$ cat src/rtl/div_arbiter.sv
// Round-robin sequencer sharing one 16-bit signed divider among NREQ requesters; grant one cycle after request.
// Operands stay registered through the divide; the response holds on resp_valid until resp_ready, with divide-by-zero and watchdog bypasses.
module div_arbiter #(
  parameter int NREQ    = 2,
  parameter int TIMEOUT = 64
) (
  input  logic                   clk,
  input  logic                   rst,
  input  logic [NREQ-1:0]        req,
  input  logic [16*NREQ-1:0]     a_in,
  input  logic [16*NREQ-1:0]     b_in,
  output logic [NREQ-1:0]        gnt,
  output logic                   resp_valid,
  input  logic                   resp_ready,
  output logic [2:0]             resp_id,
  output logic [15:0]            resp_result,
  output logic                   resp_z,
  output logic                   resp_n,
  output logic                   resp_c,
  output logic                   resp_v,
  output logic                   resp_err,
  output logic                   busy,
  output logic                   div_start,
  output logic [15:0]            div_a,
  output logic [15:0]            div_b,
  input  logic [15:0]            div_result,
  input  logic                   div_done,
  input  logic                   div_z,
  input  logic                   div_n,
  input  logic                   div_c,
  input  logic                   div_v
);

  localparam int CW = (TIMEOUT > 1) ? $clog2(TIMEOUT) : 1;

  typedef enum logic [1:0] {IDLE, ISSUE, WAIT, RESP} state_t;

  state_t          state_q, state_d;
  logic [2:0]      rr_ptr_q, rr_ptr_d;
  logic [NREQ-1:0] gnt_q, gnt_d;
  logic [15:0]     div_a_q, div_a_d;
  logic [15:0]     div_b_q, div_b_d;
  logic [2:0]      resp_id_q, resp_id_d;
  logic [15:0]     resp_result_q, resp_result_d;
  logic            resp_z_q, resp_z_d;
  logic            resp_n_q, resp_n_d;
  logic            resp_c_q, resp_c_d;
  logic            resp_v_q, resp_v_d;
  logic            resp_err_q, resp_err_d;
  logic [CW-1:0]   cnt_q, cnt_d;

  logic [7:0]      req_ext;
  logic [3:0]      idx;
  logic            found;
  logic [2:0]      win;
  logic [2:0]      rr_next;
  logic [NREQ-1:0] win_onehot;
  logic [15:0]     sel_a, sel_b;

  // Scan from the highest rotation offset down so the lowest offset from rr_ptr wins.
  always_comb begin
    req_ext = '0;
    req_ext[NREQ-1:0] = req;
    found = 1'b0;
    win   = '0;
    idx   = '0;
    for (int k = NREQ - 1; k >= 0; k--) begin
      idx = {1'b0, rr_ptr_q} + 4'(k);
      if (idx >= 4'(NREQ)) begin
        idx = idx - 4'(NREQ);
      end
      if (req_ext[idx[2:0]]) begin
        found = 1'b1;
        win   = idx[2:0];
      end
    end
  end

  always_comb begin
    sel_a      = '0;
    sel_b      = '0;
    win_onehot = '0;
    for (int i = 0; i < NREQ; i++) begin
      if (win == 3'(i)) begin
        sel_a         = a_in[16*i +: 16];
        sel_b         = b_in[16*i +: 16];
        win_onehot[i] = 1'b1;
      end
    end
    rr_next = (win == 3'(NREQ - 1)) ? 3'd0 : win + 3'd1;
  end

  always_comb begin
    state_d       = state_q;
    rr_ptr_d      = rr_ptr_q;
    gnt_d         = '0;
    div_a_d       = div_a_q;
    div_b_d       = div_b_q;
    resp_id_d     = resp_id_q;
    resp_result_d = resp_result_q;
    resp_z_d      = resp_z_q;
    resp_n_d      = resp_n_q;
    resp_c_d      = resp_c_q;
    resp_v_d      = resp_v_q;
    resp_err_d    = resp_err_q;
    cnt_d         = cnt_q;
    case (state_q)
      IDLE: begin
        if (found) begin
          gnt_d     = win_onehot;
          rr_ptr_d  = rr_next;
          div_a_d   = sel_a;
          div_b_d   = sel_b;
          resp_id_d = win;
          // Zero divisor never reaches the divider: answer with V set straight away.
          if (sel_b == 16'd0) begin
            resp_result_d = '0;
            resp_z_d      = 1'b0;
            resp_n_d      = 1'b0;
            resp_c_d      = 1'b0;
            resp_v_d      = 1'b1;
            resp_err_d    = 1'b0;
            state_d       = RESP;
          end else begin
            state_d = ISSUE;
          end
        end
      end
      ISSUE: begin
        cnt_d   = '0;
        state_d = WAIT;
      end
      WAIT: begin
        if (div_done) begin
          resp_result_d = div_result;
          resp_z_d      = div_z;
          resp_n_d      = div_n;
          resp_c_d      = div_c;
          resp_v_d      = div_v;
          resp_err_d    = 1'b0;
          state_d       = RESP;
        end else if (cnt_q == CW'(TIMEOUT - 1)) begin
          resp_result_d = '0;
          resp_z_d      = 1'b0;
          resp_n_d      = 1'b0;
          resp_c_d      = 1'b0;
          resp_v_d      = 1'b1;
          resp_err_d    = 1'b1;
          state_d       = RESP;
        end else begin
          cnt_d = cnt_q + CW'(1);
        end
      end
      RESP: begin
        if (resp_ready) begin
          state_d = IDLE;
        end
      end
      default: state_d = IDLE;
    endcase
  end

  always_ff @(posedge clk) begin
    if (rst) begin
      state_q       <= IDLE;
      rr_ptr_q      <= '0;
      gnt_q         <= '0;
      div_a_q       <= '0;
      div_b_q       <= '0;
      resp_id_q     <= '0;
      resp_result_q <= '0;
      resp_z_q      <= 1'b0;
      resp_n_q      <= 1'b0;
      resp_c_q      <= 1'b0;
      resp_v_q      <= 1'b0;
      resp_err_q    <= 1'b0;
      cnt_q         <= '0;
    end else begin
      state_q       <= state_d;
      rr_ptr_q      <= rr_ptr_d;
      gnt_q         <= gnt_d;
      div_a_q       <= div_a_d;
      div_b_q       <= div_b_d;
      resp_id_q     <= resp_id_d;
      resp_result_q <= resp_result_d;
      resp_z_q      <= resp_z_d;
      resp_n_q      <= resp_n_d;
      resp_c_q      <= resp_c_d;
      resp_v_q      <= resp_v_d;
      resp_err_q    <= resp_err_d;
      cnt_q         <= cnt_d;
    end
  end

  assign gnt         = gnt_q;
  assign div_start   = (state_q == ISSUE);
  assign resp_valid  = (state_q == RESP);
  assign busy        = (state_q != IDLE);
  assign div_a       = div_a_q;
  assign div_b       = div_b_q;
  assign resp_id     = resp_id_q;
  assign resp_result = resp_result_q;
  assign resp_z      = resp_z_q;
  assign resp_n      = resp_n_q;
  assign resp_c      = resp_c_q;
  assign resp_v      = resp_v_q;
  assign resp_err    = resp_err_q;

endmodule

$ cat config.mk
export PLATFORM = sky130hd
export DESIGN_NAME = div_arbiter
export DESIGN_NICKNAME = d
export VERILOG_FILES = /design/src/rtl/div_arbiter.sv
export SDC_FILE = /design/constraint.sdc
export NUM_CORES = 1
export LEC_CHECK = 0
export CAP_MARGIN = 25
export CORE_MARGIN = 2
export CORE_UTILIZATION = 39
export CTS_BUF_LIST = sky130_fd_sc_hd__clkbuf_4 sky130_fd_sc_hd__clkbuf_8 sky130_fd_sc_hd__clkbuf_16
export CTS_CLUSTER_SIZE = 10
export DETAILED_ROUTE_END_ITERATION = 10
export HOLD_SLACK_MARGIN = 0.08
export PLACE_DENSITY = 0.84
export SLEW_MARGIN = 20
export SYNTH_ARGS = -nofsm -noshare
export SYNTH_HDL_FRONTEND = slang
export SYNTH_SLANG_ARGS = --single-unit
export TNS_END_PERCENT = 10
$ cat constraint.sdc
create_clock -name clk -period 5.6 [get_ports clk]
set_input_delay 1.12 -clock clk [delete_from_list [all_inputs] [get_ports clk]]
set_output_delay 1.12 -clock clk [all_outputs]
set_load 0.02 [all_outputs]
# Word level (Yosys, flattened, before mapping)
# Cells that the tools add are included.
[word_totals] wordCells=93 register_bits=69 input_bits=90 output_inout_bits=61
[classes] bitwise_logic=2 magnitude_cmp=4 eq_ne=11 reduce_logical=11 muxes=47 addsub=5
[ops] op="2-to-1 mux 16 bit" n=8
[ops] op="one-hot mux 16 bit (2 select lines)" n=1
[ops] op="2-to-1 mux 1 bit" n=17
[ops] op="logical NOT 16 bit" n=1
[ops] op="2-to-1 mux 3 bit" n=5
[ops] op="2-to-1 mux 6 bit" n=2
[ops] op="one-hot mux 6 bit (2 select lines)" n=1
[ops] op="2-to-1 mux 2 bit" n=5
[ops] op="one-hot mux 1 bit (2 select lines)" n=5
[ops] op="less-than comparator 3 x 4 -> 1 bit (second input constant)" n=2
[ops] op="inequality test 2 bit (second input constant)" n=4
[ops] op="one-hot mux 2 bit (4 select lines)" n=1
[ops] op="adder 6 x 1 -> 6 bit (second input constant)" n=1
[ops] op="binary-select mux 1 bit (select 3 bit)" n=2
[ops] op="equality test 6 bit (second input constant)" n=1
[ops] op="AND reduction 3 bit" n=2
[ops] op="nonzero test 2 bit" n=3
[ops] op="subtractor 3 x 2 -> 3 bit (second input constant)" n=2
[ops] op="adder 3 x 1 -> 4 bit (second input constant)" n=1
[ops] op="equality test 2 bit (second input constant)" n=2
[ops] op=">= comparator 4 x 2 -> 1 bit (second input constant)" n=1
[ops] op="AND reduction 4 bit" n=1
[ops] op="adder 3 x 1 -> 3 bit (second input constant)" n=1
[ops] op="equality test 3 x 1 -> 1 bit (second input constant)" n=1
[ops] op="other kinds (9)" n=10

# Longest topological paths before layout
# Gate-level depths: netlist of the first run.
[depth] ltp_word=14 depth_mapped=13 mapped_depth_nobuf=11

# Worst setup path before layout of the first run
# Ideal clock, no wire load.
[synth_timing] path_kind="input to register" start="input req[0]" end="register resp_result_q[0] (netlist: resp_result[0])" path_buffers=2 path_stages=11 setup_ns=0.072 slack_ns=2.045 arrival_ns=3.483 required_time_ns=5.528 cell_sequence="mux2_4 -> and2_4 -> a21o_1 -> buf_6 -> mux2i_4 -> mux2_1 -> or2_2 -> o32ai_4 -> and2b_4 -> buf_12 -> mux2i_1"
[synth_via] elab_chain_len=10 word_cells_on_any_way=16
[synth_lines] item="start, declared" line_no="9" rtl="input logic [NREQ-1:0] req,"
[synth_lines] item="binary-select mux 1 bit (select 3 bit)" line_no="72" rtl="if (req_ext[idx[2:0]]) begin"
[synth_lines] item="2-to-1 mux 1 bit (not written as such)" line_no="72"
[synth_lines] item="2-to-1 mux 3 bit (2 in a row)" line_no="72"
[synth_lines] item="logical NOT 3 bit" line_no="84" rtl="if (win == 3'(i)) begin"
[synth_lines] item="2-to-1 mux 16 bit (2 in a row)" line_no="84"
[synth_lines] item="logical NOT 16 bit" line_no="116" rtl="if (sel_b == 16'd0) begin"
[synth_lines] item="inequality test 2 bit (no source line)"
[synth_lines] item="AND reduction 4 bit (no source line) (*)"
[synth_lines] item="end signal, assigned" line_no="185" rtl="resp_result_q <= resp_result_d;"
[synth_lines] item="end, declared" line_no="44" rtl="logic [15:0] resp_result_q, resp_result_d;"
# Every way passes the cells marked *; elsewhere a longest branch is shown, timed or not. The select of a mux whose other input is x is not followed.
# A chain may end at the register's enable or synchronous reset.

# Worst setup path in the final report of the first run
[layout_timing] start="input req[1]" end="register resp_result_q[8] (netlist: resp_result[8])"
# Same word-level chain as after synthesis.

==> impl_metrics.py, run 1 <==
metrics = {
    "global_route": {
        "grt_first_pass_wirelength_mm": 15.9,
        "overflow": 0,
        "first_global_vias": 3478,
        "antenna_found_initial": 0,
        "grt_usage": 0.197,
        "grt_max_degree": 57,
    },
    "sta": {
        "worst_pin_slew_ns": 0.888,
        "setup_violations": 0,
        "post-route-period-util": 0.777,
        "final_max_slew_viol_count": 0,
        "period_minus_slack_ns": 4.35,
        "rsz0062_at_grt": "no",
        "fin_skew_ns": 0.0162,
        "fin_tns_setup_ns": 0,
        "hold_viol": 0,
        "slew_headroom": 0.408,
        "fmax_mhz": 230,
    },
    "pwr": {
        "powerDensity_mw_per_mm2": 465,
        "ir_worst_vdd_mv": 0.268,
        "power.total_mw": 2.46,
        "leakagePower_nw": 2.04,
    },
    "logic_synthesis": {
        "ys_seq_area_frac": 0.395,
        "syn_area_mm2": 0.00349,
        "synth-edff-count": 0,
        "syn_inst": 395,
        "ys_types": 50,
        "synthFlopType": "dfxtp_1",
        "yosysTopAreaCellShare": 0.395,
        "postSynthAreaPerCell_um2": 8.84,
        "synth_nets": 496,
        "synth_warnings": 0,
        "async_reset_ff_frac": 0,
        "yosys_register_bits": 69,
        "synth_area_leaders": "dfxtp_1 (40%), mux2i_1 (8.9%), nand2_1 (5.6%), nor2_1 (4.5%), ha_1 (3.9%)",
        "synth_top_area_cell": "dfxtp_1",
    },
    "final_layout": {
        "drive_gt1_frac": 0.0661,
        "syn_to_final_growth_pct": 51.4,
        "final_area_mm2": 0.00529,
        "final_common_cell": "clkdlybuf4s50_1",
        "antenna_cells": 0,
        "final_cell_mix": "clkdlybuf4s50_1 (149), dfxtp_1 (69), nand2_1 (52)",
        "finalNetCount": 641,
    },
    "hold_path": {
        "hold_class": "register to register",
    },
    "place": {
        "placed_cell_area_mm2": 0.00504,
        "portBuffers": 150,
        "gp_congestion": 0.888,
        "hpwl_mm": 7.31,
    },
    "worst_setup_path": {
        "required_ns": 5.86,
        "end_kind": "register",
        "r2r_start": "rr_ptr_q[0]$_SDFFE_PP0P_",
        "cp.arrival_ns": 4.61,
        "r2r_setup_slack_ns": 1.32,
        "rr_endpoint": "resp_result[8]$_SDFFE_PP0P_",
        "startpoint": "req[1]",
        "critPathMaxFanout": 20,
        "crit_end": "resp_result[8]$_SDFFE_PP0P_",
        "reg2regPathDepth": 12,
        "critPathKind": "input pin to register",
        "startpoint_type": "input pin",
    },
    "floorplanning": {
        "core-area_mm2": 0.00872,
        "start_util": 0.401,
        "die_w_um": 98.6,
        "fp.dieH_um": 98.6,
        "io_pins": 151,
        "fp-row-count": 34,
        "die-area_mm2": 0.00973,
    },
    "clock_network": {
        "cts_made_buffers": 9,
        "clkLatencyLatePin_ns": 0.33,
        "clk_path_buf_depth": 2,
        "hold_buffers": 0,
        "h-tree-depth": 3,
        "cts_resized": 0,
        "cts.root.buffer_cell": "clkbuf_8",
        "cts_sinks": 69,
        "postCtsSetupRepairBufs": 0,
        "cts_tree": "built",
        "clk_pin_slew_ns": 0.08,
    },
    "flow_run": {
        "cap_viol_max_count": 0,
    },
    "drt": {
        "vias_per_cell": 5.11,
        "wl_per_cell_um": 14.5,
        "dr.pass1.iters": 6,
        "initialDrtViolationCount": 149,
        "num_vias": 3339,
        "drc": 0,
        "routed_wl_mm": 9.44,
        "postRouteAntennaNets": 0,
    },
    "status": {
        "status": "finished, final reports clean",
    },
}
## cell usage after synthesis (all sizes together), types with 6 or more instances
| library cell | instances |
|---|---|
| a211oi | 11 |
| a21oi | 12 |
| a222oi | 10 |
| a22o | 6 |
| a22oi | 11 |
| clkbuf | 16 |
| dfxtp | 69 |
| ha | 11 |
| inv | 23 |
| mux2i | 32 |
| nand2 | 53 |
| nand2b | 21 |
| nor2 | 43 |
| nor2b | 6 |
| o211ai | 6 |
| o21ai | 17 |
## critical path, stage by stage
cell and delay [ns]:
clkdlybuf4s50_1 0.44, mux2_4 0.29, and2_4 0.18, a21o_1 0.29, mux2i_4 0.59, mux2_1 0.40, or2_2 0.32, o32ai_4 0.28
and2b_4 0.46, mux2i_1 0.24
## layer usage
| layer | track usage | up-vias | wire (µm) |
|---|---|---|---|
| met1 | 0.237 | 1520 | 4080 |
| met5 | 0 | - | 0 |
| met4 | 0.0643 | 0 | 176 |
| met2 | 0.330 | 127 | 4380 |
| met3 | 0.0702 | 15 | 809 |
| li1 | - | 1677 | - |
## layout make-up
class	count	area [µm²]
Sequential cell	69	1380
Clock buffer	11	145
Tap cell	108	135
Inverter	23	86.3
Timing Repair Buffer	155	1530
Clock inverter	5	106
Fill cell	745	3430
Multi-Input combinational cell	282	1900
## where the power goes
part | internal [mW] | total, mW | switching, mW
sequential | 0.623 | 0.693 | 0.0698
clock | 0.315 | 0.501 | 0.186
combinational | 0.574 | 1.27 | 0.692
total | 1.51 | 2.46 | 0.948
## state kept, by name (all words and copies together), names as in the netlist
| signal | count |
|---|---|
| resp_n | 1 |
| state_q | 2 |
| cnt_q | 6 |
| rr_ptr_q | 3 |
| resp_result | 16 |
| div_a | 16 |
| gnt | 2 |
| resp_z | 1 |
| div_b | 16 |
| resp_err | 1 |
| resp_id | 3 |
| resp_v | 1 |
| resp_c | 1 |
## kinds of logic after synthesis
family,count (synthesis),share of synthesized area
AO/OA/AOI/OAI,88,0.193
XOR/XNOR,6,0.0150
adder cells (fa/ha/maj),11,0.0394
buffers and inverters,44,0.0595
flip-flops,69,0.395
multiplexers,35,0.107
AND/OR/NAND/NOR,142,0.191
## worst min path at each step
stage | startpoint | to | slack [ns] | depth (start not counted)
2_1_floorplan | cnt_q[5]$_SDFFE_PP0P_ | cnt_q[5]$_SDFFE_PP0P_ | 0.48 | 2
3_3_place_gp | resp_id[0]$_SDFFE_PP0P_ | resp_id[0]$_SDFFE_PP0P_ | 0.44 | 2
3_5_place_dp | resp_id[0]$_SDFFE_PP0P_ | resp_id[0]$_SDFFE_PP0P_ | 0.45 | 2
4_1_cts | resp_id[0]$_SDFFE_PP0P_ | resp_id[0]$_SDFFE_PP0P_ | 0.46 | 2
5_1_grt | resp_id[1]$_SDFFE_PP0P_ | resp_id[1]$_SDFFE_PP0P_ | 0.49 | 1
6_report | resp_id[0]$_SDFFE_PP0P_ | resp_id[0]$_SDFFE_PP0P_ | 0.46 | 2
## metrics by stage
step	utilization	instances	setup slack [ns]	hold WS (ns)
after floorplan	-	395	2.05	0.480
after global placement	0.576	635	1.07	0.444
after detailed placement	0.578	637	0.884	0.451
after CTS	0.607	653	1.26	0.463
after global routing	0.607	653	1.01	0.488
final	0.607	653	1.25	0.460
Power figures use the tool's default switching activity.
==> run 2: changes to the inputs <==
--- a/config.mk
+++ b/config.mk
@@ -7,12 +7,12 @@
 export LEC_CHECK = 0
 export CAP_MARGIN = 25
 export CORE_MARGIN = 2
-export CORE_UTILIZATION = 39
+export CORE_UTILIZATION = 38
 export CTS_BUF_LIST = sky130_fd_sc_hd__clkbuf_4 sky130_fd_sc_hd__clkbuf_8 sky130_fd_sc_hd__clkbuf_16
 export CTS_CLUSTER_SIZE = 10
 export DETAILED_ROUTE_END_ITERATION = 10
 export HOLD_SLACK_MARGIN = 0.08
-export PLACE_DENSITY = 0.84
+export PLACE_DENSITY = 0.85
 export SLEW_MARGIN = 20
 export SYNTH_ARGS = -nofsm -noshare
 export SYNTH_HDL_FRONTEND = slang
==> constraint.sdc (replaced) <==
create_clock -name clk -period 3.5 [get_ports clk]
set_input_delay 0.7 -clock clk [delete_from_list [all_inputs] [get_ports clk]]
set_output_delay 0.7 -clock clk [all_outputs]
set_load 0.02 [all_outputs]
==> impl_metrics.py, run 2 (synthesized netlist as in run 1, its figures left out) <==
metrics = {
    "place": {
        "gp_congestion": 0.887,
        "placed_cell_area_mm2": 0.00522,
        "portBuffers": 150,
        "hpwl_mm": 7.68,
    },
    "drt": {
        "vias_per_cell": 5.16,
        "initialDrtViolationCount": 127,
        "num_vias": 3478,
        "drc": 0,
        "routed_wl_mm": 9.91,
        "postRouteAntennaNets": 0,
        "wl_per_cell_um": 14.7,
        "dr.pass1.iters": 5,
    },
    "final_layout": {
        "final_area_mm2": 0.00547,
        "final_cell_mix": "clkdlybuf4s50_1 (149), dfxtp_1 (68), nand2_1 (51)",
        "drive_gt1_frac": 0.110,
        "antenna_cells": 0,
        "finalNetCount": 662,
        "final_common_cell": "clkdlybuf4s50_1",
        "syn_to_final_growth_pct": 56.5,
    },
    "pwr": {
        "power.total_mw": 4.00,
        "powerDensity_mw_per_mm2": 731,
        "leakagePower_nw": 2.13,
        "ir_worst_vdd_mv": 0.432,
    },
    "clock_network": {
        "cts_sinks": 69,
        "clk_pin_slew_ns": 0.08,
        "cts.root.buffer_cell": "clkbuf_8",
        "cts_made_buffers": 9,
        "h-tree-depth": 3,
        "clkLatencyLatePin_ns": 0.33,
        "cts_tree": "built",
        "postCtsSetupRepairBufs": 0,
        "clk_path_buf_depth": 2,
    },
    "worst_setup_path": {
        "startpoint_type": "input pin",
        "reg2regPathDepth": 12,
        "startpoint": "req[1]",
        "r2r_setup_slack_ns": 0.20,
        "cp.arrival_ns": 3.59,
        "critPathMaxFanout": 14,
        "r2r_start": "rr_ptr_q[1]$_SDFFE_PP0P_",
        "critPathKind": "input pin to register",
        "end_kind": "register",
        "required_ns": 3.76,
        "rr_endpoint": "resp_result[13]$_SDFFE_PP0P_",
    },
    "hold_path": {
        "hold_class": "register to register",
        "hold_start": "resp_id[0]$_SDFFE_PP0P_",
        "hold_path_depth": 2,
        "whs_endpoint": "resp_id[0]$_SDFFE_PP0P_",
    },
    "sta": {
        "rsz0062_at_grt": "no",
        "fmax_mhz": 300,
        "post-route-period-util": 0.951,
        "fin_skew_ns": 0.00559,
        "fin_tns_setup_ns": 0,
        "period_minus_slack_ns": 3.33,
        "hold_viol": 0,
        "worst_pin_slew_ns": 0.573,
        "final_max_slew_viol_count": 0,
        "slew_headroom": 0.617,
        "setup_violations": 0,
    },
    "global_route": {
        "grt_max_degree": 34,
        "grt_usage": 0.199,
        "first_global_vias": 3477,
        "overflow": 0,
        "grt_first_pass_wirelength_mm": 16.2,
        "antenna_found_initial": 0,
    },
    "floorplanning": {
        "die_w_um": 99.9,
        "core-area_mm2": 0.00881,
        "die-area_mm2": 0.00998,
        "fp.dieH_um": 99.9,
        "fp-row-count": 34,
        "start_util": 0.397,
        "io_pins": 151,
    },
    "flow_run": {
        "cap_viol_max_count": 0,
    },
    "status": {
        "status": "finished, final reports clean",
    },
}
## run 2: cell count changes in the layout (fill, tap and decap cells not counted), sizes merged
cell	delta
clkinvlp	+1
clkbuf	-2
buf	+21
bufinv	-1
inv	+1
clkinv	+1
## run 2: what timing repair did
| item | in CTS | in global routing |
|---|---|---|
| gates resized for setup | 0 | 7 |
| hold buffers | 0 | 0 |
| endpoints found under the hold margin | 0 | 0 |
| setup endpoints to repair | 0 | 22 |
## run 2: layer usage
| layer | wire (µm) | vias up | GRT usage | part of all wire |
|---|---|---|---|---|
| met2 | 4680 | 145 | 0.328 | 0.47 |
| met1 | 4180 | 1600 | 0.248 | 0.42 |
| met4 | 104 | 0 | 0.0632 | 0.010 |
| li1 | - | 1722 | - | - |
| met3 | 945 | 11 | 0.0662 | 0.095 |
| met5 | 0 | - | 0 | 0 |
## run 2: how the worst max path moves through the flow
stage | to | slack, ns | depth (start not counted)
after floorplan | resp_result[0]$_SDFFE_PP0P_ | 0.35 | 12
final | resp_result[13]$_SDFFE_PP0P_ | 0.17 | 13
after detailed placement | resp_result[0]$_SDFFE_PP0P_ | -0.20 | 12
after global routing | resp_result[13]$_SDFFE_PP0P_ | 0.02 | 12
after global placement | resp_n$_SDFFE_PP0P_ | -0.11 | 12
after CTS | resp_result[13]$_SDFFE_PP0P_ | 0.0007 | 12
## run 2: critical path, stage by stage
cell and delay [ns]:
clkdlybuf4s50_1 0.42, buf_4 0.14, o211ai_2 0.21, buf_4 0.16, a21oi_2 0.03, buf_4 0.14
a21oi_1 0.17, a22oi_1 0.14, or4_4 0.58, o32ai_4 0.30, and2b_4 0.22, buf_12 0.16
mux2i_1 0.20
## run 2: layout make-up
type,count,area [µm²]
clock inverters,7,97.6
well taps,108,135
repair buffers,176,1710
fillers,733,3340
inverters,23,86.3
flip-flops and latches,69,1380
multi-input cells,282,1930
clock buffers,9,124
## run 2: per-stage QoR
step	std cells	hold slack, ns	worst slack [ns]	util
floorplan	395	0.480	0.348	-
global placement	657	0.442	-0.114	0.591
detailed placement	658	0.448	-0.201	0.592
CTS	674	0.461	0.000651	0.617
global route	674	0.481	0.0214	0.621
finish	674	0.461	0.170	0.621
## run 2: where the power goes
part / total [mW] / switching [mW] / internal, mW
Clock: 0.716 / 0.311 / 0.405
Combinational: 2.17 / 1.15 / 1.02
Sequential: 1.11 / 0.117 / 0.996
Total: 4.00 / 1.57 / 2.42
